`config.mk`:
```
export PLATFORM = sky130hd
export DESIGN_NAME = char_segment_sequencer
export DESIGN_NICKNAME = d
export VERILOG_FILES = /design/src/rtl/char_seg_pkg.sv /design/src/rtl/char_segment_sequencer_debouncer.sv /design/src/rtl/char_segment_sequencer.sv
export SDC_FILE = /design/constraint.sdc
export NUM_CORES = 1
export LEC_CHECK = 0
export ABC_CLOCK_PERIOD_IN_PS = 5540
export CORE_ASPECT_RATIO = 1.4
export CORE_MARGIN = 3
export CORE_UTILIZATION = 47
export DETAILED_ROUTE_END_ITERATION = 8
export PLACE_DENSITY = 0.72
export SYNTH_ARGS = -nofsm -noshare
export SYNTH_HDL_FRONTEND = slang
export SYNTH_SLANG_ARGS = --single-unit
```
`constraint.sdc`:
```
create_clock -name i_Clk -period 5.54 [get_ports i_Clk]
set_input_delay 1.108 -clock i_Clk [delete_from_list [all_inputs] [get_ports i_Clk]]
set_output_delay 1.108 -clock i_Clk [all_outputs]
set_load 0.02 [all_outputs]
```
`src/rtl/char_seg_pkg.sv`:
```
// Shared definitions for the character segment sequencer: switch roles,
// glyph bit order and the hex-to-seven-segment glyph table.
package char_seg_pkg;

   localparam int NUM_SW  = 4;
   localparam int SW_INC  = 0;
   localparam int SW_DEC  = 1;
   localparam int SW_AUTO = 2;
   localparam int SW_CLR  = 3;

   // Glyph bit positions: segment a is the msb, segment g the lsb.
   localparam int SEG_A = 6;
   localparam int SEG_G = 0;
   localparam int GLYPH_W = SEG_A - SEG_G + 1;

   function automatic logic [GLYPH_W-1:0] hex_glyph(input logic [3:0] nib);
      logic [GLYPH_W-1:0] g;
      case (nib)
         4'h0:    g = 7'b1111110;
         4'h1:    g = 7'b0110000;
         4'h2:    g = 7'b1101101;
         4'h3:    g = 7'b1111001;
         4'h4:    g = 7'b0110011;
         4'h5:    g = 7'b1011011;
         4'h6:    g = 7'b1011111;
         4'h7:    g = 7'b1110000;
         4'h8:    g = 7'b1111111;
         4'h9:    g = 7'b1111011;
         4'hA:    g = 7'b1110111;
         4'hB:    g = 7'b0011111;
         4'hC:    g = 7'b1001110;
         4'hD:    g = 7'b0111101;
         4'hE:    g = 7'b1001111;
         4'hF:    g = 7'b1000111;
         default: g = 7'b0000000;
      endcase
      return g;
   endfunction

endpackage

```
`src/rtl/char_segment_sequencer_debouncer.sv`:
```
// Single push-switch debouncer: two-flop synchronizer, stability counter and
// a one-cycle pulse when the debounced state falls (switch released).
module switch_debouncer #(
   parameter int DEBOUNCE_LIMIT = 250000
) (
   input  logic i_Clk,
   input  logic i_Rst_L,
   input  logic i_Switch,
   output logic o_Switch,
   output logic o_Release
);

   localparam int CNT_W = $clog2(DEBOUNCE_LIMIT);
   localparam logic [CNT_W-1:0] CNT_LAST = CNT_W'(DEBOUNCE_LIMIT - 1);

   logic             meta_q;
   logic             sync_q;
   logic             stable_q, stable_d;
   logic             release_q, release_d;
   logic [CNT_W-1:0] cnt_q, cnt_d;

   // Count consecutive cycles of disagreement; flip the stable state once it persists long enough.
   always_comb begin
      stable_d = stable_q;
      cnt_d    = {CNT_W{1'b0}};
      if (sync_q != stable_q) begin
         if (cnt_q == CNT_LAST) begin
            stable_d = sync_q;
            cnt_d    = {CNT_W{1'b0}};
         end else begin
            cnt_d    = cnt_q + CNT_W'(1);
         end
      end else begin
         cnt_d = {CNT_W{1'b0}};
      end
      release_d = stable_q & ~stable_d;
   end

   // Synchronizer, debounce state and release pulse registers.
   always_ff @(posedge i_Clk or negedge i_Rst_L) begin
      if (!i_Rst_L) begin
         meta_q    <= 1'b0;
         sync_q    <= 1'b0;
         stable_q  <= 1'b0;
         cnt_q     <= {CNT_W{1'b0}};
         release_q <= 1'b0;
      end else begin
         meta_q    <= i_Switch;
         sync_q    <= meta_q;
         stable_q  <= stable_d;
         cnt_q     <= cnt_d;
         release_q <= release_d;
      end
   end

   assign o_Switch  = stable_q;
   assign o_Release = release_q;

endmodule

```
`src/rtl/char_segment_sequencer.sv`:
```
// Hex value sequencer driven by four debounced switches, with auto-advance
// and registered seven-segment glyph outputs for NUM_DIGITS digits.
module char_segment_sequencer
   import char_seg_pkg::*;
#(
   parameter int DEBOUNCE_LIMIT = 250000,
   parameter int NUM_DIGITS     = 2,
   parameter int AUTO_PERIOD    = 25000000,
   parameter bit ACTIVE_LOW     = 1'b1
) (
   input  logic                            i_Clk,
   input  logic                            i_Rst_L,
   input  logic [NUM_SW-1:0]               i_Switch,
   output logic [GLYPH_W*NUM_DIGITS-1:0]   o_Segments,
   output logic [4*NUM_DIGITS-1:0]         o_Value,
   output logic                            o_Auto,
   output logic                            o_Step
);

   localparam int VAL_W  = 4 * NUM_DIGITS;
   localparam int SEG_W  = GLYPH_W * NUM_DIGITS;
   localparam int TICK_W = $clog2(AUTO_PERIOD);
   localparam logic [TICK_W-1:0]  TICK_LAST = TICK_W'(AUTO_PERIOD - 1);
   localparam logic [GLYPH_W-1:0] SEG_INV   = ACTIVE_LOW ? 7'h7F : 7'h00;
   localparam logic [SEG_W-1:0]   SEG_RST   = {NUM_DIGITS{hex_glyph(4'h0) ^ SEG_INV}};

   logic [NUM_SW-1:0] sw_stable_s;
   logic [NUM_SW-1:0] sw_release_s;
   logic [NUM_SW-1:0] rel_s;
   logic              inc_s, dec_s, clr_s, tick_s;

   logic [VAL_W-1:0]  value_q, value_d;
   logic              auto_q, auto_d;
   logic [TICK_W-1:0] tick_cnt_q, tick_cnt_d;
   logic              step_q, step_d;
   logic [SEG_W-1:0]  segments_q, segments_d;

   for (genvar i = 0; i < NUM_SW; i++) begin : g_deb
      switch_debouncer #(
         .DEBOUNCE_LIMIT (DEBOUNCE_LIMIT)
      ) u_deb (
         .i_Clk     (i_Clk),
         .i_Rst_L   (i_Rst_L),
         .i_Switch  (i_Switch[i]),
         .o_Switch  (sw_stable_s[i]),
         .o_Release (sw_release_s[i])
      );
   end

   // Command resolution: clear beats inc/dec, opposing inc/dec cancel, manual beats the auto tick.
   always_comb begin
      rel_s  = sw_release_s & ~sw_stable_s;
      clr_s  = rel_s[SW_CLR];
      inc_s  = rel_s[SW_INC] & ~rel_s[SW_DEC];
      dec_s  = rel_s[SW_DEC] & ~rel_s[SW_INC];
      tick_s = auto_q & (tick_cnt_q == TICK_LAST);

      value_d = value_q;
      if (clr_s) begin
         value_d = {VAL_W{1'b0}};
      end else if (inc_s) begin
         value_d = value_q + VAL_W'(1);
      end else if (dec_s) begin
         value_d = value_q - VAL_W'(1);
      end else if (tick_s) begin
         value_d = value_q + VAL_W'(1);
      end else begin
         value_d = value_q;
      end

      auto_d = auto_q ^ rel_s[SW_AUTO];

      tick_cnt_d = tick_cnt_q;
      if (rel_s[SW_AUTO] || clr_s || !auto_q || tick_s) begin
         tick_cnt_d = {TICK_W{1'b0}};
      end else begin
         tick_cnt_d = tick_cnt_q + TICK_W'(1);
      end

      step_d = (value_d != value_q);

      segments_d = segments_q;
      for (int k = 0; k < NUM_DIGITS; k++) begin
         segments_d[k*GLYPH_W +: GLYPH_W] = hex_glyph(value_q[k*4 +: 4]) ^ SEG_INV;
      end
   end

   // Value, auto mode, tick counter, step pulse and glyph registers.
   always_ff @(posedge i_Clk or negedge i_Rst_L) begin
      if (!i_Rst_L) begin
         value_q    <= {VAL_W{1'b0}};
         auto_q     <= 1'b0;
         tick_cnt_q <= {TICK_W{1'b0}};
         step_q     <= 1'b0;
         segments_q <= SEG_RST;
      end else begin
         value_q    <= value_d;
         auto_q     <= auto_d;
         tick_cnt_q <= tick_cnt_d;
         step_q     <= step_d;
         segments_q <= segments_d;
      end
   end

   assign o_Value    = value_q;
   assign o_Auto     = auto_q;
   assign o_Step     = step_q;
   assign o_Segments = segments_q;

endmodule
```
# --- Word level (Yosys, flattened, before mapping) ---
# Memory sizes are Yosys's and may differ from the RTL's.
# Index checks and enable logic that the tools add are counted.
totals:
  register_bits: 137
  romBits: 224
  inputBits: 6
  wordCells: 87
  memories: 2
classes:
  addsub: 7
  n_eq_ne: 10
  muxes: 21
  n_bitwise: 18
  reduce_logical: 4
mem_list:
  columns: ["memory", "words", "word_bits", "rd", "rd_ports_with_merged_regs", "write_ports", "line", "source"]
  rows:
  - ["(name not given)", 16, 7, 1, 0, 0, "char_seg_pkg.sv:18", "case (nib)"]
  - ["(name not given)", 16, 7, 1, 0, 0, "char_seg_pkg.sv:18", null]
op_table:
  columns: ["cell", "n"]
  rows:
  - ["$mux 18", 8]
  - ["$add 18x1->18 const B", 4]
  - ["$eq 18x18->1 const B", 4]
  - ["$mux 8", 4]
  - ["$add 25x1->25 const B", 1]
  - ["$eq 25x25->1 const B", 1]
  - ["$mux 25", 1]
  - ["$not 7->7", 2]
  - ["$add 8x1->8 const B", 1]
  - ["$mux 1", 8]
  - ["$ne 8x8->1", 1]
  - ["$sub 8x1->8 const B", 1]
  - ["$and 1x1->1", 7]
  - ["$not 1->1", 6]
  - ["$and 4x4->4", 1]
  - ["$ne 1x1->1", 4]
  - ["$not 4->4", 1]
  - ["$logic_or 1x1->1", 3]
  - ["$logic_not 1->1", 1]
  - ["$xor 1x1->1", 1]

# --- Logic depth before layout (Yosys ltp) ---
# Gate-level depths: netlist of the first run.
depth:
  word_depth: 8
  ltp_mapped: 7
  mapped_depth_nobuf: 7

# --- By module ---
# Synthesis of the first run repeated with hierarchy kept, for this count alone.
unflattened:
  cells_unflattened: 695
  area_unflattened_um2: 7081.8
modules_own_cells:
  columns: ["mod", "n_inst", "cells_each", "area_each_um2", "seq_area_each_um2"]
  rows:
  - ["switch_debouncer", 4, 101, 1063.5, 550.5]
  - ["char_segment_sequencer", 1, 291, 2827.7, 1228.7]

# --- Worst setup path after synthesis of the first run ---
# OpenSTA, ideal clock, no wires.
synth_path:
  kind: "reg-to-reg"
  from: "register auto_q (netlist: o_Auto)"
  to: "register value_q[6] (netlist: o_Value[6])"
  setup_time_ns: 0.128
  t_arrival_ns: 1.728
  required_ns: 5.412
  setup_slack_ns: 3.685
  path_stages_with_launch: 6
  period_less_slack_ns: 1.855
  path_cell_list: "dfrtp_1 -> and4bb_2 -> nand4_2 -> o41ai_4 -> a32oi_1 -> mux2i_1"
synth_between:
  elab_chain_len: 5
synth_rtl:
  columns: ["item", "line", "source"]
  rows:
  - ["from (decl)", "char_segment_sequencer.sv:33", "logic auto_q, auto_d;"]
  - ["from (signal assigned)", "char_segment_sequencer.sv:98", "auto_q <= auto_d;"]
  - ["$and 1x1->1", "char_segment_sequencer.sv:56", "tick_s = auto_q & (tick_cnt_q == TICK_LAST);"]
  - ["$mux 8", "char_segment_sequencer.sv:65", "end else if (tick_s) begin"]
  - ["$mux 8", "char_segment_sequencer.sv:63", "end else if (dec_s) begin"]
  - ["$mux 8", "char_segment_sequencer.sv:61", "end else if (inc_s) begin"]
  - ["$mux 8", "char_segment_sequencer.sv:59", "if (clr_s) begin"]
  - ["net value_d[6]", "char_segment_sequencer.sv:32", "logic [VAL_W-1:0] value_q, value_d;"]
  - ["to (signal assigned)", "char_segment_sequencer.sv:91", "value_q <= {VAL_W{1'b0}};"]
  - ["to (signal assigned)", "char_segment_sequencer.sv:97", "value_q <= value_d;"]
  - ["to (decl)", "char_segment_sequencer.sv:32", null]
# The timed path passes the listed nets, and every way through them passes these cells.

# --- Final worst setup path of the first run ---
layout_path:
  from: "register value_q[3] (netlist: o_Value[3])"
  to: "output o_Value[3]"
layout_lines:
  columns: ["item", "line", "source"]
  rows:
  - ["to (decl)", "char_segment_sequencer.sv:15", "output logic [4*NUM_DIGITS-1:0] o_Value,"]
# No word-level cell between the ends.

==> flow_summary.json, run 1 <==
{
  "outcome": "completed",
  "wl_um": 12630,
  "report.final.hold_viol_count": 0,
  "grt_usage_pct": 17.51,
  "final_common_cell": "dfrtp_1",
  "synth_top_area_share_pct": 50.27,
  "yosysTopAreaCell": "dfrtp_1",
  "cpPeakStageDelay_ns": 0.79,
  "synth_area_leaders": "dfrtp_1, nor2_1, xor2_1, xnor2_1, nand3_1",
  "rsz0062_at_grt": "false",
  "wl_met2_um": 6617,
  "switchingPower_uw": 455.1,
  "layoutNonFillerInstCount": 894,
  "drive_gt1_share_pct": 7.757,
  "fp-row-count": 51,
  "pin_count": 30,
  "crit_family": "flip-flops",
  "cp_data_arrival_time_ns": 1.92,
  "min_period_ns": 3.033,
  "p_seq_share_pct": 44.8,
  "h-tree-depth": 4,
  "placed_cells_incl_taps": 862,
  "ant_nets": 0,
  "seq_area_frac_synth_pct": 51.05,
  "wl_met3_um": 332,
  "wire_per_inst_um": 14.13,
  "grt-ovfl-total": 0,
  "path_class": "register to primary output",
  "async_reset_ff_share_pct": 100.0,
  "ys_warn_count": 0,
  "rr_startpoint": "tick_cnt_q[0]",
  "syn2layout_area_growth_pct": 16.38,
  "cp.required_ns": 4.43,
  "synth-edff-count": 0,
  "synth.avg_cell_area_sq_um": 10.11,
  "hold_path.class": "register to register",
  "clockRootBuffer": "clkbuf_16",
  "grt_max_degree": 109,
  "grt_pass1_wl_um": 22750,
  "insertion_delay_ns": 0.41,
  "tightest_slew_ns": 1.234,
  "switching_share_pct": 19.98,
  "setup_viol": 0,
  "fp.dieArea_sq_um": 15790,
  "rr_worst_depth": 6,
  "p_clk_share_pct": 53.4,
  "cts_resized": 0,
  "power_density_nw_per_um2": 291.3,
  "cp-start-kind": "register",
  "max_slew_margin_pct": 16.99,
  "synthCells": 665,
  "die_w_um": 107.1,
  "finalNetCount": 719,
  "core_area_sq_um": 13970,
  "synthesis.area_sq_um": 6720,
  "hold_path_startpoint": "g_deb[2].u_deb.meta_q",
  "post-dp-hpwl_um": 8664,
  "r2r-end": "tick_cnt_q[22]",
  "clock.fmax_ghz": 0.3297,
  "crit_chain": "clkdlybuf4s50_1",
  "dr_total_vias": 4866,
  "drcViolationCount": 0,
  "firstDrtPassIters": 4,
  "path_clk_slew_ns": 0.06,
  "fillerInstances": 1123,
  "grt_pass1_vias": 5020,
  "tns_ns": 0,
  "die_y_um": 147.5,
  "drt_iter0_markers": 232,
  "layout_common_cells": "dfrtp_1, nor2_1, xor2_1",
  "fin_crit_sh_pct": 54.74,
  "min_to": "g_deb[2].u_deb.sync_q",
  "start_util_pct": 48.09,
  "cpMaxStageDelayCell": "dfrtp_1",
  "p_comb_share_pct": 1.8,
  "endpoint_kind": "primary output",
  "holdBufCountCts": 0,
  "clk_path_buf_depth": 2,
  "port_buffers": 29,
  "vias_per_cell": 5.443,
  "num_antenna_cells": 0,
  "cts_tree": "built",
  "critical_path.max_fanout": 23,
  "met1_length_um": 5450,
  "holdPathStages": 0,
  "finalMaxSlewViolations": 0,
  "synth_cell_types": 53,
  "cts_setup_buffers": 0,
  "rrSetupSlack_ns": 3.13,
  "maxCapViolCount": 0,
  "synth-seq-cells": 137,
  "globalplace.congestion": 0.8406,
  "yosys_most_used_dff": "dfrtp_1",
  "critical_path_buf_inv_count": 1,
  "p_int_mw": 1.823,
  "antenna_found_initial": 0,
  "peakVddDrop_mv": 0.1893,
  "syn_nets": 688,
  "top_layer": "met4",
  "p_leak_nw": 3.324,
  "numCtsBuffers": 17,
  "cts.sinks": 137,
  "skew_ns": 0.006558
}
[power groups by stage]
stage               logic [mW]  clock network [mW]  registers [mW]
finish                  0.0418                1.22            1.02
global route            0.0501                1.29            1.02
CTS                     0.0443                1.24            1.02
detailed placement      0.0441                   0            1.04
global placement        0.0423                   0            1.04
floorplan               0.0165                   0            1.04
[flip-flops by register name (all words and copies together), names as in the netlist]
signal                 cells
o_Segments                14
g_deb.u_deb.sync_q         4
g_deb.u_deb.o_Switch       4
g_deb.u_deb.meta_q         4
o_Step                     1
tick_cnt_q                25
g_deb.u_deb.o_Release      4
g_deb.u_deb.cnt_q         72
o_Value                    8
o_Auto                     1
[routing by layer]
metal / global-route usage, % / vias up
met5: 0 / -
li1: - / 2358
met4: 6.974 / 0
met1: 21.23 / 2398
met2: 30.51 / 95
met3: 3.320 / 15
[cell families (layout without fill, tap and decap cells)]
kind of cell / after synthesis / in the layout / share of synthesized area (%)
and+or+nand+nor: 333 / 333 / 24.89
DFF: 137 / 137 / 51.05
xor gates and xnor gates: 94 / 94 / 12.25
AOI/OAI and AO/OA: 38 / 38 / 4.375
buffers and inverters: 34 / 78 / 2.011
adders and majority gates: 17 / 17 / 3.165
muxes: 12 / 12 / 2.253
[synthesized netlist by cell type (13+ instances only)]
library cell	count
dfrtp_1	135
nor2_1	127
xor2_1	53
nand3_1	49
xnor2_1	41
nand2_1	40
nand4_1	22
ha_1	17
nor3_1	16
inv_1	15
nor4_1	15
clkbuf_1	13
[worst max-delay path by stage]
stage	slack (ns)	end	cells after the start	from
3_5_place_dp	2.94	o_Value[3]	1	o_Value[3]
5_1_grt	2.41	o_Value[3]	1	o_Value[3]
4_1_cts	2.49	o_Value[3]	1	o_Value[3]
3_3_place_gp	2.95	o_Value[3]	1	o_Value[3]
6_report	2.51	o_Value[3]	1	o_Value[3]
2_1_floorplan	3.68	o_Value[6]	5	o_Auto
[cell type report]
cell class / instances / area [sq um] / share of cell area, %
Clock buffer: 21 / 480.5 / 6.143
Sequential cell: 137 / 3431 / 43.86
Clock inverter: 11 / 165.2 / 2.112
Inverter: 16 / 60.06 / 0.7679
Multi-Input combinational cell: 494 / 3154 / 40.33
Timing Repair Buffer: 30 / 299.0 / 3.823
Tap cell: 185 / 231.5 / 2.960
[through the flow]
step                hold WS (ns)  instance area [sq um]  setup slack (ns)  utilization, %  total power, mW
floorplan                 0.3312                   6720             3.685               -            1.053
global placement          0.3359                   7176             2.952           51.35            1.080
detailed placement        0.3363                   7176             2.935           51.35            1.083
CTS                       0.3493                   7821             2.486           55.97            2.302
global route              0.3566                   7821             2.408           55.97            2.361
finish                    0.3476                   7821             2.507           55.97            2.278
No activity file was read; power rests on OpenSTA's default activity.
==> run 2, diff against run 1 <==
--- a/config.mk
+++ b/config.mk
@@ -5,7 +5,7 @@
 export SDC_FILE = /design/constraint.sdc
 export NUM_CORES = 1
 export LEC_CHECK = 0
-export ABC_CLOCK_PERIOD_IN_PS = 5540
+export ABC_CLOCK_PERIOD_IN_PS = 2850
 export CORE_ASPECT_RATIO = 1.4
 export CORE_MARGIN = 3
 export CORE_UTILIZATION = 47
==> constraint.sdc (replaced) <==
create_clock -name i_Clk -period 2.85 [get_ports i_Clk]
set_input_delay 0.57 -clock i_Clk [delete_from_list [all_inputs] [get_ports i_Clk]]
set_output_delay 0.57 -clock i_Clk [all_outputs]
set_load 0.02 [all_outputs]
==> flow_summary.json, run 2 (synthesis gave the netlist of run 1 again) <==
{
  "cts_resized": 0,
  "cts_setup_buffers": 0,
  "largest_reg_flops": 72,
  "die_w_um": 107.1,
  "p_seq_share_pct": 46.1,
  "p_comb_share_pct": 2.0,
  "path_clk_slew_ns": 0.06,
  "fin_crit_sh_pct": 88.24,
  "clk_path_buf_depth": 2,
  "max_slew_margin_pct": 52.29,
  "path_class": "register to primary output",
  "rr_startpoint": "tick_cnt_q[11]",
  "cp.depth": 1,
  "die_y_um": 147.5,
  "cpPeakStageDelay_ns": 0.80,
  "report.final.hold_viol_count": 0,
  "num_antenna_cells": 0,
  "cts_tree": "built",
  "firstDrtPassIters": 4,
  "finalMaxSlewViolations": 0,
  "skew_ns": 0.006584,
  "wire_per_inst_um": 14.30,
  "clockRootBuffer": "clkbuf_16",
  "rsz0062_at_grt": "false",
  "cts.sinks": 137,
  "holdBufCountCts": 0,
  "layoutNonFillerInstCount": 896,
  "p_clk_share_pct": 51.9,
  "finalPower_mw": 4.305,
  "crit_chain": "clkdlybuf4s50_1",
  "min_period_ns": 2.515,
  "cp.required_ns": 2.28,
  "numCtsBuffers": 17,
  "wl_um": 12810,
  "grt_pass1_wl_um": 22540,
  "h-tree-depth": 4,
  "tns_ns": 0,
  "tightest_slew_ns": 0.7157,
  "fin_util_pct": 55.91,
  "crit_family": "flip-flops",
  "antenna_found_initial": 0,
  "multi_input_area_sq_um": 3154,
  "maxCapViolCount": 0,
  "finalNetCount": 721,
  "worst_hold_slack_ns": 0.1196,
  "outcome": "completed",
  "drive_gt1_share_pct": 7.876,
  "critical_path_buf_inv_count": 1,
  "grt-ovfl-total": 0,
  "power_density_nw_per_um2": 550.9,
  "port_buffers": 29,
  "design_area_sq_um": 7814,
  "endpoint_kind": "primary output",
  "insertion_delay_ns": 0.41,
  "critical_path.max_fanout": 23,
  "regMostFlops": "g_deb.u_deb.cnt_q",
  "globalplace.congestion": 0.8807,
  "cp_data_arrival_time_ns": 1.94,
  "clock.fmax_ghz": 0.3976,
  "p_leak_nw": 3.314,
  "seq_area_sq_um": 3431,
  "r2r-end": "o_Value[3]",
  "peakVddDrop_mv": 0.3284,
  "final_common_cell": "dfrtp_1",
  "switching_share_pct": 21.08,
  "cpMaxStageDelayCell": "dfrtp_1",
  "drt_iter0_markers": 241,
  "core_area_sq_um": 13970,
  "fp-row-count": 51,
  "dr_total_vias": 4944,
  "dpl_cell_area_sq_um": 7203,
  "post-dp-hpwl_um": 8743,
  "p_int_mw": 3.397,
  "grt_max_degree": 65,
  "syn2layout_area_growth_pct": 16.27,
  "pin_count": 30,
  "switchingPower_uw": 907.5,
  "pre_cts_slack_ns": 0.6480,
  "placed_cells_incl_taps": 864,
  "layout_common_cells": "dfrtp_1, nor2_1, xor2_1",
  "cp-start-kind": "register",
  "rrSetupSlack_ns": 0.59,
  "rr_worst_depth": 5,
  "start_util_pct": 48.09,
  "setup_viol": 0,
  "fp.dieArea_sq_um": 15790,
  "hold_path.class": "primary input to asynchronous set/reset pin",
  "grt_pass1_vias": 4949,
  "vias_per_cell": 5.518,
  "drcViolationCount": 0,
  "fillerInstances": 1160,
  "ant_nets": 0,
  "fin_ws_ns": 0.3351,
  "grt_usage_pct": 17.44
}
==> run 2: worst max path at each step <==
stage / startpoint / endpoint / slack, ns
3_3_place_gp: tick_cnt_q[11] / o_Value[6] / 0.74
3_5_place_dp: tick_cnt_q[11] / o_Value[3] / 0.65
2_1_floorplan: o_Auto / o_Value[6] / 0.99
6_report: o_Value[3] / o_Value[3] / 0.34
5_1_grt: o_Value[3] / o_Value[3] / 0.23
4_1_cts: o_Value[3] / o_Value[3] / 0.32
==> run 2: power groups by stage <==
stage	Clock, mW	Sequential [mW]	Combinational, mW
floorplan	0	2.01	0.0320
global placement	0	2.02	0.0863
detailed placement	0	2.02	0.0893
CTS	2.28	1.98	0.0902
global route	2.37	1.99	0.103
finish	2.24	1.98	0.0860
==> run 2: worst register-to-register path: cells and delay by family (launching register included) <==
kind / cells / cell delay, ns
AO/OA/AOI/OAI: 2 / 0.96
flip-flops: 1 / 0.41
AND/OR/NAND/NOR: 3 / 0.78
==> run 2: metal layers <==
layer | share of wire, % | vias up | global-route usage (%)
met1 | 42 | 2448 | 20.09
met5 | 0 | - | 0
met2 | 53 | 96 | 31.36
met3 | 3.1 | 24 | 4.238
li1 | - | 2376 | -
met4 | 1.7 | 0 | 5.886
==> run 2: final cells by class <==
| type | count | area share [%] |
|---|---|---|
| flip-flops and latches | 137 | 43.91 |
| multi-input cells | 494 | 40.37 |
| inverters | 16 | 0.7686 |
| clock inverters | 13 | 2.146 |
| well taps | 185 | 2.962 |
| repair buffers | 32 | 4.179 |
| clock buffers | 19 | 5.669 |
==> edit 1, RTL diff (settings of run 2) <==
Change the parameter `NUM_DIGITS` from 2 to 1.
--- a/src/rtl/char_segment_sequencer.sv
+++ b/src/rtl/char_segment_sequencer.sv
@@ -4,7 +4,7 @@
    import char_seg_pkg::*;
 #(
    parameter int DEBOUNCE_LIMIT = 250000,
-   parameter int NUM_DIGITS     = 2,
+   parameter int NUM_DIGITS     = 1,
    parameter int AUTO_PERIOD    = 25000000,
    parameter bit ACTIVE_LOW     = 1'b1
 ) (
Interface: changed (resized o_Segments and o_Value); port bits go from 30 to 19. No check against the original RTL was run, so the function may have changed too.
==> edit 1 against run 2 <==
- sequential cell count is 11 lower
- sequential share of layout area is 1.4 points higher
- design area is 11% lower
- via count is 13% lower
- sequential power is 8% lower
- fmax is 4.4% higher
- final cell count is 13% lower
- area after synthesis is 10% lower
- worst setup slack better by 0.11 ns
- routed wire length is 13% lower
- power is 4.3% lower
- register-to-register slack better by 0.05 ns
- highest routed layer unchanged
==> edit 1: results <==
{
  "clockBufferDepth": 2,
  "grt_pass1_wl_um": 19700,
  "critPathSlowestCell": "clkdlybuf4s50_1",
  "leakagePower_nw": 2.95,
  "clock_latency_ns": 0.41,
  "hold_path_class": "input pin to asynchronous set/reset pin",
  "post-cts-setup-buffers": 0,
  "place_congestion": 0.836,
  "reg2regPathDepth": 5,
  "num_vias": 4286,
  "ir_drop_uv": 353,
  "cts_buffers": 17,
  "max_stage_delay_ns": 0.72,
  "ys_seq_area_frac": 0.524,
  "drt-total-wl_um": 11100,
  "crit_fanout": 20,
  "yosys_warnings": 0,
  "portBuffers": 18,
  "drive_gt1_frac": 0.0870,
  "outcome": "finished, final reports clean",
  "cp.arrival_ns": 1.84,
  "regToRegSetupSlack_ns": 0.64,
  "top_register": "g_deb.u_deb.cnt_q",
  "grt_max_degree": 62,
  "htreeDepth": 4,
  "cp_top_family": "buffers and inverters",
  "first_pass_iters": 5,
  "synth_fp_nets": 611,
  "largest_register_ffs": 72,
  "r2r_start": "o_Value[1]$_DFF_PN0_",
  "synth.top_cells.by_area": "dfrtp_1, nor2_1, xor2_1, xnor2_1, nand3_1",
  "finalNetCount": 636,
  "antenna_found_initial": 0,
  "tightest_slew_ns": 0.646,
  "dp_hpwl_um": 7480,
  "synth-main-ff-cell": "dfrtp_1",
  "rr_endpoint": "o_Step$_DFF_PN0_",
  "yosys-top-cells-count": "dfrtp_1, nor2_1, xor2_1",
  "skew_ns": 0.0104,
  "postSynth.asyncResetShare": 1.00,
  "cts-root-buf": "clkbuf_16",
  "path_clk_slew_ns": 0.06,
  "cts_resized": 0,
  "grtUsageTotal": 0.172,
  "ys_types": 55,
  "diodes": 0,
  "drtIter0Drc": 187
}
edit 1: logic make-up after synthesis:
group,share of synthesized area
AO/OA/AOI/OAI,0.0329
XOR/XNOR,0.131
adder cells (fa/ha/maj),0.0229
buffers and inverters,0.0225
flip-flops,0.524
multiplexers,0.0164
AND/OR/NAND/NOR,0.250
edit 1: worst max path at each step:
stage                        startpoint  slack (ns)                  endpoint  depth (start not counted)
2_1_floorplan      o_Value[1]$_DFF_PN0_        0.73          o_Step$_DFF_PN0_                          7
3_3_place_gp       o_Value[1]$_DFF_PN0_        0.80          o_Step$_DFF_PN0_                          5
3_5_place_dp   tick_cnt_q[15]$_DFF_PN0_        0.74  tick_cnt_q[11]$_DFF_PN0_                          6
4_1_cts            o_Value[3]$_DFF_PN0_        0.41                o_Value[3]                          1
5_1_grt            o_Value[3]$_DFF_PN0_        0.35                o_Value[3]                          1
6_report           o_Value[3]$_DFF_PN0_        0.44                o_Value[3]                          1
edit 1: layout make-up:
class / instances / area, um^2
sequential: 126 / 3150
tap: 150 / 188
timing repair buffer: 22 / 220
clock inverter: 11 / 138
multi-input combinational: 439 / 2730
inverter: 13 / 48.8
clock buffer: 21 / 480
fill: 1036 / 5480
edit 1: report_power, final:
group | internal [mW] | switching, mW | leakage [nW] | total, mW
Combinational | 0.0237 | 0.0583 | 0.917 | 0.0820
Clock | 1.46 | 0.750 | 0.301 | 2.21
Sequential | 1.81 | 0.0172 | 1.73 | 1.83
edit 1: stage by stage:
step | worst slack, ns | area, um^2 | hold WS, ns | total power [mW] | cells
2_1_floorplan | 0.733 | 6020 | 0.274 | 1.89 | 594
3_5_place_dp | 0.739 | 6340 | 0.337 | 1.94 | 750
5_1_grt | 0.348 | 6960 | 0.187 | 4.27 | 782
6_report | 0.442 | 6960 | 0.144 | 4.12 | 782
4_1_cts | 0.408 | 6960 | 0.155 | 4.18 | 782
3_3_place_gp | 0.797 | 6340 | 0.335 | 1.94 | 750
edit 1: per-layer routing:
metal  track usage  vias up  wire (um)
li1              -     2093          -
met3        0.0431       10        307
met4        0.0679        0        124
met2         0.290       60       5990
met1         0.209     2123       4700
met5             0        -          0
edit 1: worst reg2reg max path, stage by stage (launching register included):
cell and delay, ns:
dfrtp_1 0.56, inv_1 0.20, ha_1 0.48, nor3_1 0.10, a2111oi_0 0.50, o221ai_1 0.23
==> edit 2, RTL diff (flow settings as in run 2) <==
Made on the original files. The output `o_Step` loses its register stage (`step_q` becomes a continuous assignment).
--- a/src/rtl/char_segment_sequencer.sv
+++ b/src/rtl/char_segment_sequencer.sv
@@ -91,16 +91,16 @@
          value_q    <= {VAL_W{1'b0}};
          auto_q     <= 1'b0;
          tick_cnt_q <= {TICK_W{1'b0}};
-         step_q     <= 1'b0;
          segments_q <= SEG_RST;
       end else begin
          value_q    <= value_d;
          auto_q     <= auto_d;
          tick_cnt_q <= tick_cnt_d;
-         step_q     <= step_d;
          segments_q <= segments_d;
       end
    end
+
+   assign step_q = step_d;
 
    assign o_Value    = value_q;
    assign o_Auto     = auto_q;
Formal check against the unedited RTL: same outputs for any inputs over 10 cycles, from zero or initial values and one cycle with i_Rst_L low; that may be too few to reach the edited logic, so the function may still have changed.
==> edit 2 against run 2 <==
- worst hold slack better by 0.054 ns
- utilization up 1.8 points
- worst setup slack worse by 0.25 ns
- power down 0.39%
- area after synthesis down 0.37%
- final cell count up 3.1%
- routed wire length up 6.2%
- sequential cell count down 1
- design area up 2.8%
==> edit 2: results <==
{
  "outcome": "finished, final reports clean",
  "ir_drop_uv": 350,
  "finalNetCount": 750,
  "reg2regPathDepth": 6,
  "synth.top_cells.by_area": "dfrtp_1, nor2_1, xor2_1, xnor2_1, nand3_1",
  "hold_path_class": "input pin to asynchronous set/reset pin",
  "internal_power_mw": 3.39,
  "wl_per_cell_um": 14.7,
  "grt_max_degree": 74,
  "placed_cells": 893,
  "place_congestion": 0.850,
  "crit_fanout": 4,
  "dp_hpwl_um": 9330,
  "wl_met1_um": 5600,
  "grtUsageTotal": 0.183,
  "yosys-top-cells-count": "dfrtp_1, nor2_1, xor2_1",
  "grtUsageMet1": 0.219,
  "crit_end": "o_Step",
  "path_class": "flip-flop to output pin",
  "cp.arrival_ns": 2.19,
  "grt_pass1_wl_um": 23600,
  "r2r_start": "tick_cnt_q[10]$_DFF_PN0_",
  "regToRegSetupSlack_ns": 0.69,
  "powerComb_mw": 0.0879,
  "grtUsageMet3": 0.0409,
  "drtIter0Drc": 205,
  "via_per_inst": 5.52,
  "rr_endpoint": "tick_cnt_q[13]$_DFF_PN0_",
  "drive_gt1_frac": 0.120,
  "power_mw": 4.29,
  "tightest_slew_ns": 0.673,
  "pwr-share-clk": 0.520,
  "first_pass_iters": 5,
  "setup_ws_ns": 0.0864,
  "leakagePower_nw": 3.44,
  "htreeDepth": 4,
  "place_area_um2": 7400,
  "place_ws_ns": -0.0555,
  "wl_met2_um": 7270,
  "met3WireLength_um": 515,
  "max_stage_delay_ns": 0.42
}
edit 2: layout make-up:
class	count	area, um^2
inverter	16	60.1
clock inverter	12	151
tap	185	231
clock buffer	19	453
multi-input combinational	494	3180
sequential	136	3410
timing repair buffer	62	549
fill	1148	5880
edit 2: timing repair:
action                                  in CTS  in global routing
resized for setup                            9                  2
endpoints found under the setup margin       1                  1
pin swaps                                    3                  1
edit 2: how the worst min path moves through the flow:
| stage | depth (start not counted) | from | slack (ns) | to |
|---|---|---|---|---|
| global route | 1 | i_Rst_L | 0.22 | g_deb[3].u_deb.cnt_q[10]$_DFF_PN0_ |
| detailed placement | 0 | g_deb[2].u_deb.meta_q$_DFF_PN0_ | 0.34 | g_deb[2].u_deb.sync_q$_DFF_PN0_ |
| global placement | 0 | g_deb[1].u_deb.meta_q$_DFF_PN0_ | 0.34 | g_deb[1].u_deb.sync_q$_DFF_PN0_ |
| floorplan | 0 | i_Rst_L | 0.27 | g_deb[0].u_deb.cnt_q[0]$_DFF_PN0_ |
| CTS | 1 | i_Rst_L | 0.19 | g_deb[3].u_deb.cnt_q[10]$_DFF_PN0_ |
| finish | 1 | i_Rst_L | 0.17 | g_deb[3].u_deb.cnt_q[9]$_DFF_PN0_ |
edit 2: worst max-delay path: cells and delay by family, from the launching register on:
family / cells / cell delay, ns
buffers and inverters: 2 / 0.36
flip-flops: 1 / 0.42
AND/OR/NAND/NOR: 3 / 0.85
AO/OA/AOI/OAI: 1 / 0.16
edit 2: cells by family after synthesis:
group / share of synthesized area
buffers and inverters: 0.0202
AOI/OAI and AO/OA: 0.0439
muxes: 0.0226
adders and majority gates: 0.0318
and+or+nand+nor: 0.250
DFF: 0.509
xor gates and xnor gates: 0.123
